==> src/rtl/core_pkg.sv <==
// Shared types, widths and PC helpers for the branch prediction / resolution stage.
package core_pkg;

   localparam int XLEN     = 64;
   localparam int IDX_BITS = 6;
   localparam int TAG_BITS = 12;
   localparam int ENTRIES  = 1 << IDX_BITS;

   typedef logic [1:0]          ctr_t;
   typedef logic [IDX_BITS-1:0] idx_t;
   typedef logic [TAG_BITS-1:0] tag_t;
   typedef logic [XLEN-1:0]     xlen_t;

   localparam ctr_t CTR_SNT = 2'b00;
   localparam ctr_t CTR_WNT = 2'b01;
   localparam ctr_t CTR_WT  = 2'b10;
   localparam ctr_t CTR_ST  = 2'b11;

   // Table index: word-aligned PC bits just above the byte offset.
   function automatic idx_t pc_idx(input xlen_t pc);
      return pc[IDX_BITS+1:2];
   endfunction

   // BTB tag: the PC bits directly above the index.
   function automatic tag_t pc_tag(input xlen_t pc);
      return pc[IDX_BITS+2 +: TAG_BITS];
   endfunction

   // 2-bit saturating counter step toward the resolved outcome.
   function automatic ctr_t ctr_next(input ctr_t c, input logic taken);
      ctr_t n;
      n = c;
      if (taken && c != CTR_ST)
         n = c + 2'd1;
      else if (!taken && c != CTR_SNT)
         n = c - 2'd1;
      return n;
   endfunction

endpackage

==> src/rtl/bht_ctr_table.sv <==
// Bimodal 2-bit saturating counter array: one combinational read port, one update port.
module bht_ctr_table
   import core_pkg::*;
#(
   parameter ctr_t CTR_INIT = CTR_WNT
) (
   input  logic clk,
   input  logic rstn,
   input  idx_t rd_idx_i,
   output ctr_t rd_ctr_o,
   input  logic upd_en_i,
   input  idx_t upd_idx_i,
   input  logic upd_taken_i
);

   ctr_t ctr_q [ENTRIES];

   // Read returns the flopped value, so a same-cycle update is not visible until the next cycle.
   assign rd_ctr_o = ctr_q[rd_idx_i];

   // Counter storage: cleared to the initial bias on reset, stepped toward the outcome on update.
   // NOTE: every counter is reset because prediction reads them directly with no valid bit to mask garbage.
   always_ff @(posedge clk or negedge rstn) begin
      if (!rstn) begin
         for (int i = 0; i < ENTRIES; i++) ctr_q[i] <= CTR_INIT;
      end else if (upd_en_i) begin
         ctr_q[upd_idx_i] <= ctr_next(ctr_q[upd_idx_i], upd_taken_i);
      end
   end

endmodule

==> src/rtl/branch_resolve_bht.sv <==
// IF-stage branch prediction (bimodal counters + direct-mapped BTB) and EX-stage resolution
// with a registered one-cycle redirect on mispredict.
module branch_resolve_bht
   import core_pkg::*;
#(
   parameter ctr_t CTR_INIT = CTR_WNT
) (
   input  logic        clk,
   input  logic        rstn,
   input  xlen_t       if_pc,
   output logic        pred_taken,
   output xlen_t       pred_target,
   input  logic        ex_valid,
   input  logic        ex_stall,
   input  logic        ex_is_branch,
   input  logic        ex_is_jump,
   input  xlen_t       ex_pc,
   input  logic        ex_pred_taken,
   input  xlen_t       ex_pred_target,
   input  xlen_t       ex_target,
   input  logic        br_taken,
   output logic        redirect_valid,
   output xlen_t       redirect_pc,
   output logic [31:0] stat_branches,
   output logic [31:0] stat_mispred
);

   logic  btb_valid_q  [ENTRIES];
   tag_t  btb_tag_q    [ENTRIES];
   xlen_t btb_target_q [ENTRIES];

   logic        redirect_valid_q, redirect_valid_d;
   xlen_t       redirect_pc_q, redirect_pc_d;
   logic [31:0] stat_branches_q, stat_branches_d;
   logic [31:0] stat_mispred_q, stat_mispred_d;

   idx_t if_idx, ex_idx;
   ctr_t if_ctr;
   logic btb_hit, resolve, actual, mispredict;

   assign if_idx = pc_idx(if_pc);
   assign ex_idx = pc_idx(ex_pc);

   bht_ctr_table #(.CTR_INIT(CTR_INIT)) u_ctr_table (
      .clk         (clk),
      .rstn        (rstn),
      .rd_idx_i    (if_idx),
      .rd_ctr_o    (if_ctr),
      .upd_en_i    (resolve),
      .upd_idx_i   (ex_idx),
      .upd_taken_i (actual)
   );

   // IF lookup: zero-cycle read of the flopped tables; target forced to 0 on a not-taken prediction.
   always_comb begin
      btb_hit     = btb_valid_q[if_idx] && (btb_tag_q[if_idx] == pc_tag(if_pc));
      pred_taken  = btb_hit && if_ctr[1];
      pred_target = pred_taken ? btb_target_q[if_idx] : '0;
   end

   // EX resolution: wrong-path instructions (behind a live redirect) and stalled cycles are ignored.
   always_comb begin
      resolve    = ex_valid && !ex_stall && (ex_is_branch || ex_is_jump) && !redirect_valid_q;
      actual     = ex_is_jump || br_taken;
      mispredict = resolve && ((actual != ex_pred_taken) ||
                               (actual && (ex_pred_target != ex_target)));

      redirect_valid_d = mispredict;
      redirect_pc_d    = redirect_pc_q;
      if (mispredict)
         redirect_pc_d = actual ? ex_target : ex_pc + XLEN'(4);

      stat_branches_d = stat_branches_q;
      if (resolve && stat_branches_q != 32'hFFFF_FFFF)
         stat_branches_d = stat_branches_q + 32'd1;

      stat_mispred_d = stat_mispred_q;
      if (mispredict && stat_mispred_q != 32'hFFFF_FFFF)
         stat_mispred_d = stat_mispred_q + 32'd1;
   end

   // BTB valid bits: cleared on reset, set by any taken resolve; not-taken never invalidates.
   // NOTE: only the valid bits need reset; tags and targets are masked by valid and stay reset-free.
   always_ff @(posedge clk or negedge rstn) begin
      if (!rstn) begin
         for (int i = 0; i < ENTRIES; i++) btb_valid_q[i] <= 1'b0;
      end else if (resolve && actual) begin
         btb_valid_q[ex_idx] <= 1'b1;
      end
   end

   // BTB tag/target payload: overwritten on a taken resolve, aliasing entries simply replace.
   always_ff @(posedge clk) begin
      if (resolve && actual) begin
         btb_tag_q[ex_idx]    <= pc_tag(ex_pc);
         btb_target_q[ex_idx] <= ex_target;
      end
   end

   // Redirect pulse and statistics registers.
   always_ff @(posedge clk or negedge rstn) begin
      if (!rstn) begin
         redirect_valid_q <= 1'b0;
         redirect_pc_q    <= '0;
         stat_branches_q  <= '0;
         stat_mispred_q   <= '0;
      end else begin
         redirect_valid_q <= redirect_valid_d;
         redirect_pc_q    <= redirect_pc_d;
         stat_branches_q  <= stat_branches_d;
         stat_mispred_q   <= stat_mispred_d;
      end
   end

   assign redirect_valid = redirect_valid_q;
   assign redirect_pc    = redirect_pc_q;
   assign stat_branches  = stat_branches_q;
   assign stat_mispred   = stat_mispred_q;

endmodule

==> config.mk <==
export PLATFORM = sky130hd
export DESIGN_NAME = branch_resolve_bht
export DESIGN_NICKNAME = d
export VERILOG_FILES = /design/src/rtl/core_pkg.sv /design/src/rtl/bht_ctr_table.sv /design/src/rtl/branch_resolve_bht.sv
export SDC_FILE = /design/constraint.sdc
export NUM_CORES = 2
export LEC_CHECK = 0
export ABC_CLOCK_PERIOD_IN_PS = 15100
export CORE_MARGIN = 2
export CORE_UTILIZATION = 45
export DETAILED_ROUTE_END_ITERATION = 8
export GPL_TIMING_DRIVEN = 1
export MAX_ROUTING_LAYER = met4
export SLEW_MARGIN = 5
export SYNTH_ARGS = -nofsm -noshare
export SYNTH_HDL_FRONTEND = slang
export SYNTH_HIERARCHICAL = 1
export SYNTH_MEMORY_MAX_BITS = 65536
export SYNTH_SLANG_ARGS = --single-unit
==> constraint.sdc <==
create_clock -name clk -period 15.1 [get_ports clk]
set_input_delay 1.51 -clock clk [delete_from_list [all_inputs] [get_ports clk]]
set_output_delay 1.51 -clock clk [all_outputs]
set_load 0.005 [all_outputs]
# Word-level counts from Yosys, hierarchy flattened

Memories as Yosys holds them, arrays and structs flattened.
Index checks and enable logic that the tools add are counted.

Flip-flop bits (word level): 321
RAM bits: 4864
Bits of input ports: 264
Output and inout port bits: 194
Memories: 2

Memories:

| name         | words | bits a word | read ports | clocked after Yosys merged registers in | write ports | RTL line                 | source |
|---|---|---|---|---|---|---|---|
| btb_target_q | 64    | 64          | 1          | 0                                       | 1           | branch_resolve_bht.sv:30 | `xlen_t btb_target_q [ENTRIES];` |
| btb_tag_q    | 64    | 12          | 1          | 0                                       | 1           | branch_resolve_bht.sv:29 | `tag_t btb_tag_q [ENTRIES];` |

$add $sub $neg: 5
Order comparisons: 3
Eq/ne operators: 6
Multiplexer cells: 21
Bitwise operators: 3
Reductions and logical operators: 20

Operators by type and width:

| cell                    | number |
|---|---|
| $bwmux W128             | 1 |
| $mux W64                | 2 |
| $add A32 B1 Y32 const B | 2 |
| $add A64 B3 Y64 const B | 1 |
| $ne A32 B32 Y1 const B  | 2 |
| $ne A64 B64 Y1          | 1 |
| $or A64 B64 Y64         | 1 |
| $bmux W2 S6             | 2 |
| $mux W2                 | 8 |
| $ge A7 B7 Y1 const B    | 2 |
| $not A6 Y7              | 2 |
| $logic_and A1 B1 Y1     | 13 |
| $demux W2 S6            | 1 |
| $eq A12 B12 Y1          | 1 |
| $lt A7 B1 Y1 const B    | 1 |
| $bmux W1 S6             | 1 |
| $demux W1 S6            | 1 |
| $mux W1                 | 5 |
| $logic_not A1 Y1        | 3 |
| $logic_or A1 B1 Y1      | 3 |
| $add A2 B1 Y2 const B   | 1 |
| $ne A2 B2 Y1 const B    | 1 |
| $reduce_bool A2 Y1      | 1 |
| $sub A2 B1 Y2 const B   | 1 |
| $ne A1 B1 Y1            | 1 |

# Logic depth before layout (Yosys ltp)

Depth in word-level cells: 10
Mapped depth: 17
Mapped depth without buffers: 12

# Hierarchy

Netlist, hierarchy kept.

Modules (own cells, without submodules):

| module             | instances | cells each | area each (um^2) | seq. area each (um^2) |
|---|---|---|---|---|
| branch_resolve_bht | 1         | 8304       | 196393.4         | 150889.7 |
| bht_ctr_table      | 1         | 740        | 7357.1           | 3283.1 |

# Least setup slack after synthesis

OpenSTA, ideal clock, no wires.

Path kind: input to register
Start: in ex_pc[6]
End: reg btb_valid_q[32] (netlist name)
Setup time: 0.097 ns
Arrival: 8.140 ns
Data required time: 15.003 ns
Path slack: 6.863 ns
Stages on the path: 6
Path buffers: 2
Path through: clkbuf_1 nand2_1 or2_2 clkbuf_1 nor3_1 or2_2

Longest elaborated chain between the ends: 6
Elaborated cells between the ends (all ways): 7

Ends and longest elaborated chain:

| element                                                                   | RTL line                 | source |
|---|---|---|
| from (decl)                                                               | branch_resolve_bht.sv:17 | `input xlen_t ex_pc,` |
| $not A6 Y7 (not written as such) *                                        | branch_resolve_bht.sv:88 | `btb_valid_q[ex_idx] <= 1'b1;` |
| $ge A7 B7 Y1 (not written as such) / $lt A7 B1 Y1 (equally long branches) | branch_resolve_bht.sv:88 |  |
| $logic_and A1 B1 Y1 (not written as such)                                 | branch_resolve_bht.sv:88 |  |
| $mux W1 (not written as such)                                             | branch_resolve_bht.sv:88 |  |
| $demux W1 S6 *                                                            | branch_resolve_bht.sv:88 |  |
| $or A64 B64 Y64 (no line) *                                               | --                       |  |
| to (signal, indexed assignment)                                           | branch_resolve_bht.sv:88 |  |
| to (decl)                                                                 | branch_resolve_bht.sv:28 | `logic btb_valid_q [ENTRIES];` |

Every way passes the cells marked *; elsewhere a longest branch is shown, timed or not.
A chain may end at the register's enable or synchronous reset.

# Worst setup path after layout

Start: in if_pc[4]
End: out pred_target[0]

Longest elaborated chain between the ends: 7
Elaborated cells between the ends (all ways): 13

Ends and longest elaborated chain:

| element                                                 | RTL line                 | source |
|---|---|---|
| from (decl)                                             | branch_resolve_bht.sv:10 | `input xlen_t if_pc,` |
| branches (longest 6 deep; another with $mem_v2 Z64 W12) | --                       |  |
| $mux W64 *                                              | branch_resolve_bht.sv:58 | `pred_target = pred_taken ? btb_target_q[if_idx] : '0;` |
| to (decl)                                               | branch_resolve_bht.sv:12 | `output xlen_t pred_target,` |

Mark *: on every way between the ends. The select of a mux whose other input is x is not followed.

==> results summary <==
The flow ran to the end, and the final reports show no timing, DRC or antenna violations. The synthesized netlist net count is 9,292. STA classifies the critical path endpoint as an output port. Of the cells placed in the final design, the portion with a size suffix greater than 1 is 0.294. The final count of pins violating max slew is 0. The reported max-cap violation count is 0.

The buffer and inverter count on the worst path came out at 5. The number of global-route vias before repair came to 103k. Of the available clock period, the critical path in the final layout requires 0.678. Broken down by cell family, the worst path's largest delay share belongs to buffers and inverters. The required time at the worst-slack endpoint came out at 13,590 ps. Detailed placement finished with a half-perimeter wire length of 343,000 um. For this block, the via count after detailed routing is 104k.

In this run, post-CTS hold repair placed 0 buffers. The deepest clock path buffer count is 4. The worst hold path belongs to the class input pin to async pin.

The die covers 457,000 um2. Across the VDD grid, the largest voltage drop is 0.119 mV. The routed wire length on met3 came out at 56,900 um.

The number of sinks driven by the clock tree came out at 5,185. The initial antenna violation count is 49. The mean instance size in the synthesized netlist is 22.5 um2. The placement-stage cell area came out at 215,000 um2. The number of cells traversed by the worst register-to-register path came out at 7. The normalized max-slew margin came out at 0.0444. The number of search-and-repair iterations in the first detailed-routing pass is 6. The worst register-to-register path begins at redirect_valid. The clock tree from TritonCTS is built. Compared with the post-synthesis result, the final layout area differs by 14.5%. The final layout contains 10.1k nets. The cell type with the highest occurrence count on the critical path is sky130_fd_sc_hd__buf_4. The final cell utilization of the core came out at 0.518. The pin count of the biggest net entering global routing is 160.

The register clock-pin slew on the reported worst setup and hold paths came out at 60 ps. In this run the post-CTS setup repair buffer count came out at 0. The time the final worst path needs with I/O delays and setup is 10,240 ps.

For this block, the initial DRC count from the detailed router was 15.8k. The post-synthesis cell count is 9,023. Counting the buffers created by CTS gives 545. The minimum setup slack among reg-to-reg paths is 9570 ps. The highest metal layer carrying signal wires in the routed design is met4. The count of antenna-violating nets left after detailed routing came out at 0. The master cell of the clock root buffer is sky130_fd_sc_hd__clkbuf_16. The x dimension of the die is 676 um.

The number of hold-slack violations in the final timing report was 0. The data arrival at the endpoint of the critical path came out at 8730 ps. The average detailed-routed wire length per instance is 38.5 um. After detailed routing, the number of remaining DRC violations is 0. The vertical extent of the die is 676 um.

The H-tree was split into 6 levels. The largest single stage delay on the critical path is 900 ps. The critical path goes through buf_8, buf_4, buf_4, mux4_2, mux2i_1, nand2_1, a41oi_1, nor3_1, nor3b_1, nand4_1, buf_4, nor4b_1, clkdlybuf4s50_1.

458 I/O pins were placed. The global router's overall resource usage came out at 0.280. The row count came out at 246.

The mapped cell area came out at 203,000 um2. The first global-routing pass estimated 853,000 um of wire. For the worst-skew pair, the clock arrives at the later sink with an insertion delay of 1050 ps. The destination of the worst register-to-register timing path is btb_target_q[37][50]. Setup repair after global routing left no endpoint under its margin. The highest fanout seen on the critical path came out at 53. The overall routed net length came out at 626,000 um. For the final database, setup skew stands at 33.4 ps. The total grt overflow came out at 0. The starting density of the core is 0.452. In this run the power density over the cells is 133 nW/um2.

Routability-driven placement finished with a final weighted congestion of 0.878. The number of fill cells is 34.7k. The core region is 449,000 um2. The detailed-route wire length on metal 1 is 240,000 um. The post-route standard cell area excluding fillers is 233,000 um2.

Among all stages on the critical path, the largest delay is contributed by sky130_fd_sc_hd__buf_4. The final sum of negative setup slack is 0 ps. The worst setup path is launched from an input pin. The met2 wire length came out at 302,000 um. The number of buffer cells added on primary ports is 411. The type of the worst setup path is input pin to output port. The peak clock frequency supported by timing is 97.7 MHz. The ratio of routed vias to standard cells is 6.38.

The total leakage power is 0.0741 uW. During synthesis, Yosys emitted a total of 6 warnings. The slew at the pin closest to its max-slew limit came out at 1430 ps. Gates resized during post-CTS repair numbered 0.

The number of endpoints failing setup at the final stage came out at 0.
## metrics by stage
step / instances / worst slack (ps) / power (uW) / hold WS (ps)
3_5_place_dp: 15200 / 4890 / 18100 / 447
5_1_grt: 16200 / 4790 / 31700 / 477
4_1_cts: 16200 / 4870 / 31100 / 433
6_report: 16200 / 4860 / 30900 / 432
3_3_place_gp: 15200 / 4900 / 18000 / 445
2_1_floorplan: 9023 / 6860 / 17200 / 434
## sequential cells by signal (all words and copies together) (netlist names)
name / flops
stat_branches: 32
redirect_pc: 64
u_ctr_table/ctr_q: 128
btb_target_q: 4096
redirect_valid: 1
stat_mispred: 32
btb_valid_q: 64
btb_tag_q: 768
## per-layer routing
metal  global-route usage  vias up
li1                     -    39900
met5                    -        -
met3               0.0458     1002
met2                0.436     5776
met1                0.376    56900
met4                0.107        0
## area by class of cell
type | instances | area [um2] | area share
sequential | 5185 | 154000 | 0.662
multi-input combinational | 3336 | 47200 | 0.203
clock buffer | 695 | 14500 | 0.0625
tap | 5952 | 7450 | 0.0320
timing repair buffer | 749 | 6530 | 0.0281
clock inverter | 275 | 2810 | 0.0121
inverter | 22 | 98.8 | 0.000425
antenna | 32 | 80.1 | 0.000344
## cell usage in the layout, fill, tap and decap left out, types with 17 or more instances in the layout
cell,count
sky130_fd_sc_hd__nand2b_1,17
sky130_fd_sc_hd__and3_1,29
sky130_fd_sc_hd__nand4_1,51
sky130_fd_sc_hd__bufinv_16,38
sky130_fd_sc_hd__nor4b_4,49
sky130_fd_sc_hd__nand2_1,170
sky130_fd_sc_hd__mux2i_1,134
sky130_fd_sc_hd__dfstp_2,64
sky130_fd_sc_hd__nor3_1,35
sky130_fd_sc_hd__buf_4,319
sky130_fd_sc_hd__dfrtp_1,257
sky130_fd_sc_hd__clkbuf_16,555
sky130_fd_sc_hd__clkbuf_1,127
sky130_fd_sc_hd__edfxtp_1,4864
sky130_fd_sc_hd__clkdlybuf4s50_1,326
sky130_fd_sc_hd__mux4_2,1534
sky130_fd_sc_hd__buf_12,20
sky130_fd_sc_hd__xnor2_1,114
sky130_fd_sc_hd__nor2_4,64
sky130_fd_sc_hd__a22oi_1,38
sky130_fd_sc_hd__o22ai_1,26
sky130_fd_sc_hd__clkinv_2,75
sky130_fd_sc_hd__inv_1,17
sky130_fd_sc_hd__buf_2,80
sky130_fd_sc_hd__nor2b_1,22
sky130_fd_sc_hd__or2_2,72
sky130_fd_sc_hd__nand3_1,94
sky130_fd_sc_hd__clkinv_8,19
sky130_fd_sc_hd__a211oi_1,22
sky130_fd_sc_hd__a21o_1,17
sky130_fd_sc_hd__xor2_1,73
sky130_fd_sc_hd__clkinv_1,100
sky130_fd_sc_hd__diode_2,32
sky130_fd_sc_hd__a21oi_1,172
sky130_fd_sc_hd__mux2_2,26
sky130_fd_sc_hd__o21ai_0,66
sky130_fd_sc_hd__inv_6,17
sky130_fd_sc_hd__nor2_1,287
## worst max-delay path by stage
| stage | from | end | slack (ps) | cells after the start |
|---|---|---|---|---|
| 2_1_floorplan | ex_pc[6] | btb_valid_q[32] | 6860 | 6 |
| 3_3_place_gp | if_pc[4] | pred_target[0] | 4900 | 13 |
| 3_5_place_dp | if_pc[4] | pred_target[0] | 4890 | 13 |
| 4_1_cts | if_pc[4] | pred_target[0] | 4870 | 13 |
| 5_1_grt | if_pc[4] | pred_target[0] | 4790 | 13 |
| 6_report | if_pc[4] | pred_target[0] | 4860 | 13 |
## report_power, final
group | internal, uW | switching [uW] | total (uW)
Sequential | 15800 | 85.5 | 15900
Clock | 7510 | 5640 | 13200
Combinational | 748 | 1090 | 1830
Total | 24100 | 6810 | 30900
Power figures use the tool's default switching activity.
